**src/rtl/ctrl_drain_ac1.sv**
```systemverilog
// Drains Pa words from the AC1 bank in address order through a 2-entry output FIFO.
// Define CTRL_DRAIN_AC1_LAST_EN to add an out_last flag carried alongside each word.
module ctrl_drain_ac1 #(
    parameter int Pa = 8,
    parameter int W  = 16,
    localparam int AW = $clog2(Pa)
) (
    input  logic          clk,
    input  logic          rst_n,
    input  logic          start,
    input  logic          cnt_clear,
    output logic          ac1_rd_en,
    output logic [AW-1:0] ac1_rd_addr,
    input  logic [W-1:0]  ac1_rd_data,
    output logic          out_valid,
    output logic [W-1:0]  out_data,
    input  logic          out_ready,
    output logic          busy,
`ifdef CTRL_DRAIN_AC1_LAST_EN
    output logic          term_drain,
    output logic          out_last
`else
    output logic          term_drain
`endif
);

    typedef enum logic {IDLE, DRAIN} state_t;

    localparam logic [AW:0] PA_C   = (AW+1)'(Pa);
    localparam logic [AW:0] LAST_C = (AW+1)'(Pa - 1);

    state_t         state_q, state_d;
    logic [AW:0]    rd_idx;
    logic [AW:0]    acc_idx;
    logic           vld_p1;
    logic [W-1:0]   fifo_mem [2];
    logic [1:0]     fifo_cnt;
    logic           wr_ptr;
    logic           rd_ptr;
    logic           pop;
    logic           push;
    logic           last_acc;
    logic           room;
    logic [2:0]     slots;

    assign busy        = (state_q == DRAIN);
    assign out_valid   = (fifo_cnt != 2'd0);
    assign out_data    = out_valid ? fifo_mem[rd_ptr] : '0;
    assign pop         = out_valid && out_ready;
    assign push        = vld_p1 && !cnt_clear;
    assign last_acc    = busy && pop && (acc_idx == LAST_C);
    // Entries the FIFO would hold after this cycle's pop, counting the read already in flight.
    assign slots       = {1'b0, fifo_cnt} + {2'b0, vld_p1} - {2'b0, pop};
    assign room        = (slots < 3'd2);
    assign ac1_rd_en   = busy && !cnt_clear && (rd_idx < PA_C) && room;
    assign ac1_rd_addr = rd_idx[AW-1:0];

    always_comb begin
        state_d = state_q;
        case (state_q)
            IDLE:    if (start && !cnt_clear) state_d = DRAIN;
            DRAIN:   if (cnt_clear || last_acc) state_d = IDLE;
            default: state_d = IDLE;
        endcase
    end

`ifdef CTRL_DRAIN_AC1_LAST_EN
    logic       last_p1;
    logic [1:0] last_mem;
    assign out_last = out_valid && last_mem[rd_ptr];
`endif

    // Stage p0 -> p1: read issue to data return; counters and FIFO control.
    always_ff @(posedge clk) begin
        if (!rst_n) begin
            state_q    <= IDLE;
            rd_idx     <= '0;
            acc_idx    <= '0;
            fifo_cnt   <= '0;
            wr_ptr     <= 1'b0;
            rd_ptr     <= 1'b0;
            vld_p1     <= 1'b0;
            term_drain <= 1'b0;
`ifdef CTRL_DRAIN_AC1_LAST_EN
            last_p1    <= 1'b0;
`endif
        end else begin
            state_q    <= state_d;
            term_drain <= last_acc && !cnt_clear;
            if (cnt_clear || !busy || last_acc) begin
                rd_idx   <= '0;
                acc_idx  <= '0;
                fifo_cnt <= '0;
                wr_ptr   <= 1'b0;
                rd_ptr   <= 1'b0;
                vld_p1   <= 1'b0;
`ifdef CTRL_DRAIN_AC1_LAST_EN
                last_p1  <= 1'b0;
`endif
            end else begin
                vld_p1   <= ac1_rd_en;
                rd_idx   <= rd_idx + {{AW{1'b0}}, ac1_rd_en};
                acc_idx  <= acc_idx + {{AW{1'b0}}, pop};
                fifo_cnt <= fifo_cnt + {1'b0, push} - {1'b0, pop};
                if (push) wr_ptr <= ~wr_ptr;
                if (pop)  rd_ptr <= ~rd_ptr;
`ifdef CTRL_DRAIN_AC1_LAST_EN
                last_p1  <= ac1_rd_en && (rd_idx == LAST_C);
`endif
            end
        end
    end

    // Stage p1 -> FIFO: returning bank data captured into the tail slot.
    always_ff @(posedge clk) begin
        if (push) begin
            fifo_mem[wr_ptr] <= ac1_rd_data;
`ifdef CTRL_DRAIN_AC1_LAST_EN
            last_mem[wr_ptr] <= last_p1;
`endif
        end
    end

endmodule

```
**config.mk**
```make
export PLATFORM = sky130hd
export DESIGN_NAME = ctrl_drain_ac1
export DESIGN_NICKNAME = d
export VERILOG_FILES = /design/src/rtl/ctrl_drain_ac1.sv
export SDC_FILE = /design/constraint.sdc
export NUM_CORES = 1
export LEC_CHECK = 0
export CAP_MARGIN = 5
export CELL_PAD_IN_SITES_DETAIL_PLACEMENT = 1
export CELL_PAD_IN_SITES_GLOBAL_PLACEMENT = 1
export CORE_ASPECT_RATIO = 0.75
export CORE_UTILIZATION = 36
export CTS_BUF_LIST = sky130_fd_sc_hd__clkbuf_16
export CTS_CLUSTER_DIAMETER = 100
export DETAILED_ROUTE_END_ITERATION = 6
export GPL_ROUTABILITY_DRIVEN = 0
export PLACE_DENSITY = 0.75
export SETUP_SLACK_MARGIN = 0.02
export SYNTH_ARGS = -nofsm -noshare
export SYNTH_HDL_FRONTEND = slang
export SYNTH_SLANG_ARGS = --single-unit
```
**constraint.sdc**
```tcl
create_clock -name clk -period 5 [get_ports clk]
set_input_delay 1 -clock clk [delete_from_list [all_inputs] [get_ports clk]]
set_output_delay 1 -clock clk [all_outputs]
set_load 0.005 [all_outputs]
```
[Word-level counts from Yosys, hierarchy flattened]
Memory sizes are Yosys's and may differ from the RTL's. A register that Yosys moved wholly into a read port is not among the register bits.
Cells that the tools add are included.
W data, S select, Z words.
Cells by class
  $add $sub $neg: 6
  $lt $le $gt $ge: 2
  equal/unequal tests: 1
  multiplexer cells: 8
  bitwise logic cells: 4
  reduce and logical (&&, ||, !) cells: 16
Operator list (count)
  $mux W16: 1
  $logic_and A1 B1 Y1: 9
  $add A4 B1 Y4: 2
  $mux W1: 6
  $eq A4 B3 Y1 const B: 1
  $lt A4 B4 Y1 const B: 1
  $not A1 Y1: 4
  $add A2 B1 Y3: 1
  $logic_or A1 B1 Y1: 3
  $lt A3 B2 Y1 const B: 1
  $sub A3 B1 Y3: 1
  $add A2 B1 Y2: 1
  $logic_not A1 Y1: 2
  $pmux W1 S2: 1
  $reduce_bool A2 Y1: 1
  $reduce_or A2 Y1: 1
  $sub A2 B1 Y2: 1
Storage, ports and cells
  bits in registers: 15
  bits in writable memories: 32
  bits of input ports: 21
  output and inout bits: 23
  logic and storage cells: 46
  memories kept: 1
Memories
  fifo_mem: depth 2, bits a word 16, read ports 1, clocked after Yosys merged registers in 1, write ports 1, line 36  | logic [W-1:0] fifo_mem [2];

[Longest topological paths before layout]
  word-level depth: 7
  mapped depth: 11
  depth with buffers taken out: 10

[Worst setup path after synthesis]
Ideal clock, no wire load.
  kind: input -> output
  start point: input out_ready
  end point: output ac1_rd_en
  data arrival time: 2060 ps
  data required time: 4000 ps
  setup slack: 1940 ps
  stages on the path: 6
  path buffers: 0
  cells stage by stage: nand2_1 -> nor2_1 -> o21ai_0 -> fa_1 -> xnor2_1 -> and4b_1
On the way
  word-level cells in the longest chain between the ends: 4
RTL lines
  start, declared: line 17  | input logic out_ready,
  $logic_and A1 B1 Y1: line 49  | assign pop = out_valid && out_ready;
  $sub A3 B1 Y3: line 53  | assign slots = {1'b0, fifo_cnt} + {2'b0, vld_p1} - {2'b0, pop};
  $lt A3 B2 Y1: line 54  | assign room = (slots < 3'd2);
  $logic_and A1 B1 Y1: line 55  | assign ac1_rd_en = busy && !cnt_clear && (rd_idx < PA_C) && room;
  end, declared: line 12  | output logic ac1_rd_en,
Every way passes these cells.

[Worst setup path in the final report]
Same ends and word-level chain as after synthesis.

==> metrics.csv <==
stage,metric,value,unit
outcome,outcome,"finished, final reports clean",
detailed_routing,ant_nets,0,
logic_synthesis,postSynthCellCount,146,
floorplan,die_w,87.2,µm
clocking,h-tree-depth,2,
placed_design,hpwl,2.93,mm
cells_and_area,seqCellArea,1280,µm²
cells_and_area,fillers,545,
setup_path,cp_max_fo,5,
pwr,p_sw,0.146,mW
grt,grt_max_degree,18,
logic_synthesis,synth_top_family_by_area,simple AND/OR/NAND/NOR gates,
floorplan,core,5060,µm²
pwr,p_sw_frac,0.190,
clocking,tritoncts,yes,
pwr,irDropWorstVdd,0.132,mV
pwr,seqPwrFrac,0.552,
clocking,hold_buffers,0,
clocking,cts.path.max_buffers,2,
timing,rsz0062_at_grt,false,
clocking,cts_sinks,48,
grt,grt_overflow,0,
timing,worst_pin_slew,1120,ps
timing,period_needed,4320,ps
logic_synthesis,synthTopCellsByCount,"edfxtp_1, nor2_1, dfxtp_1, mux2i_1",
setup_path,r2r_setup_slack,2560,ps
pwr,p_clk_frac,0.417,
clocking,post_cts_buffers,0,
logic_synthesis,syn_area,1960,µm²
logic_synthesis,synth_most_common_cell,edfxtp_1,
worst_hold_path,hold_path_end,term_drain$_SDFF_PN0_,
grt,grt_pass1_vias,1344,
timing,setup_violations,0,
logic_synthesis,synthXorXnorAreaFrac,0.0313,
setup_path,worstRegToRegCells,10,
clocking,clockRootBuffer,clkbuf_16,
logic_synthesis,ys.flop_type,edfxtp_1,
timing,period_share,0.863,
logic_synthesis,synth_cell_types,30,
setup_path,critPathKind,primary input to primary output,
timing,setup_slack,684,ps
clocking,cts_resized,0,
logic_synthesis,ys_warn_count,0,
floorplan,dieHeight,65.9,µm
worst_hold_path,hold_start,acc_idx[3]$_SDFF_PP0_,
logic_synthesis,yosys-mux-area-fraction,0.0818,
detailed_routing,drt_iter0_drc,67,
cells_and_area,nNetsFinal,216,
setup_path,reg2reg_to,rd_idx[2]$_SDFF_PP0_,
timing,tns,0,ps
timing,max_slew_margin,0.251,
pwr,leakage,0.851,nW
cells_and_area,drive_above_1_share,0.0628,
floorplan,io_pins,44,
cells_and_area,area_growth,31.6,%
clocking,clk_pin_slew,60,ps
floorplan,num_rows,22,
floorplan,die_area,5740,µm²
pwr,p_comb_frac,0.031,
clocking,cts_made_buffers,5,
setup_path,cp-end-kind,primary output,
detailed_routing,drc,0,
worst_hold_path,min_path_type,flop to flop,
setup_path,worst_ep_arrival_time,3320,ps
logic_synthesis,synth-simple-area-share,0.130,
detailed_routing,drtPass1Iterations,4,
detailed_routing,drt_wl_total,4.16,mm
logic_synthesis,synthAdderAreaFrac,0.0358,
setup_path,worst_ep_required_time,4000,ps
detailed_routing,vias,1222,
grt,track_usage,0.159,
cells_and_area,diodes,0,
pwr,power_per_cell_area,298,nW/µm²
floorplan,start_util,0.387,
grt,grt_pass1_wl,6.49,mm
cells_and_area,multi_input_area,614,µm²
timing,clock_skew,6.64,ps
setup_path,r2r_start,fifo_cnt[1]$_SDFF_PP0_,
grt,antenna_found_initial,0,
setup_path,start_kind,primary input,
worst_hold_path,whs_path_depth,1,
detailed_routing,viasPerCell,4.65,
clocking,clkLatencyLatePin,290,ps
pwr,intPower,0.622,mW
logic_synthesis,ys_seq_elements,48,
logic_synthesis,synth_edf_count,32,
timing,hold_violations,0,
logic_synthesis,synth_top_area_frac,0.491,
logic_synthesis,async_flop_share,0,
flow_run,maxCapViolCount,0,
logic_synthesis,avgSynthCellArea,13.4,µm²
placed_design,preCtsSetupSlack,675,ps
logic_synthesis,synth.top_cells.by_area,"edfxtp_1, dfxtp_1, mux2i_1",
logic_synthesis,yosys.area.top_type,edfxtp_1,
logic_synthesis,synth.yosys.seq_area_share,0.654,
timing,drv_slew,0,
placed_design,place.port_buffers,43,
detailed_routing,routedWlPerCell,15.8,µm
logic_synthesis,syn-num-nets,172,
logic_synthesis,synth_compound_area_frac,0.0351,
timing,max_clock_freq,0.232,GHz
-- per-layer routing --
metal  up-vias  part of all wire  global-route usage
li1        597                 -                   -
met4         0             0.018              0.0615
met5         -                 0                   0
met2        25              0.52               0.301
met1       593              0.43               0.169
met3         7             0.035              0.0400
-- area by class of cell --
cell class	instances	area share
sequential	48	0.497
multi-input combinational	88	0.238
timing repair buffer	44	0.170
clock buffer	5	0.0486
tap	72	0.0350
clock inverter	3	0.00631
inverter	3	0.00437
-- power by group through the flow --
| stage | sequential (mW) | combinational [mW] | clock [mW] |
|---|---|---|---|
| final | 0.423 | 0.0242 | 0.320 |
| after global routing | 0.423 | 0.0255 | 0.341 |
| after CTS | 0.423 | 0.0243 | 0.324 |
| after detailed placement | 0.432 | 0.0240 | 0 |
| after global placement | 0.432 | 0.0226 | 0 |
| after floorplan | 0.432 | 0.00284 | 0 |
-- cell usage in the layout, fill, tap and decap left out, types with 4 or more instances in the layout --
master and count:
clkdlybuf4s50_1 43, edfxtp_1 32, nor2_1 28, mux2i_1 16
dfxtp_1 16, xnor2_1 6, and2_1 6, clkbuf_16 5
inv_1 4, ha_1 4
-- critical path: stages --
cell and delay, ps:
clkdlybuf4s50_1 590, nand2_1 90, nor2_1 170, o21ai_0 140, fa_1 390, xnor2_1 150
and4b_1 250, clkdlybuf4s50_1 520
-- metrics by stage --
step                      hold slack (ps)   util  cells  power [mW]  cell area (µm²)
after detailed placement              454  0.481    255       0.456             2430
after CTS                             461  0.509    263       0.772             2580
after floorplan                       416      -    146       0.435             1960
final                                 459  0.509    263       0.767             2580
after global placement                430  0.481    255       0.454             2430
after global routing                  479  0.509    263       0.789             2580
-- state kept, by name, summed over array words and instances (netlist names), named ones only --
name / cells
fifo_cnt: 2
fifo_mem: 32
term_drain: 1
rd_idx: 4
busy: 1
acc_idx: 4
vld_p1: 1
rd_ptr: 1
wr_ptr: 1
-- worst max path at each step --
stage,cells after the start,end,start
final,8,ac1_rd_en,out_ready
after global routing,8,ac1_rd_en,out_ready
after CTS,8,ac1_rd_en,out_ready
after detailed placement,8,ac1_rd_en,out_ready
after global placement,8,ac1_rd_en,out_ready
after floorplan,6,ac1_rd_en,out_ready
-- kinds of logic after synthesis --
logic type / count (synthesis)
AO/OA/AOI/OAI: 9
XOR/XNOR: 7
adder cells (fa/ha/maj): 5
buffers and inverters: 10
flip-flops: 48
multiplexers: 16
AND/OR/NAND/NOR: 51
(Power assumes the default switching activity.)
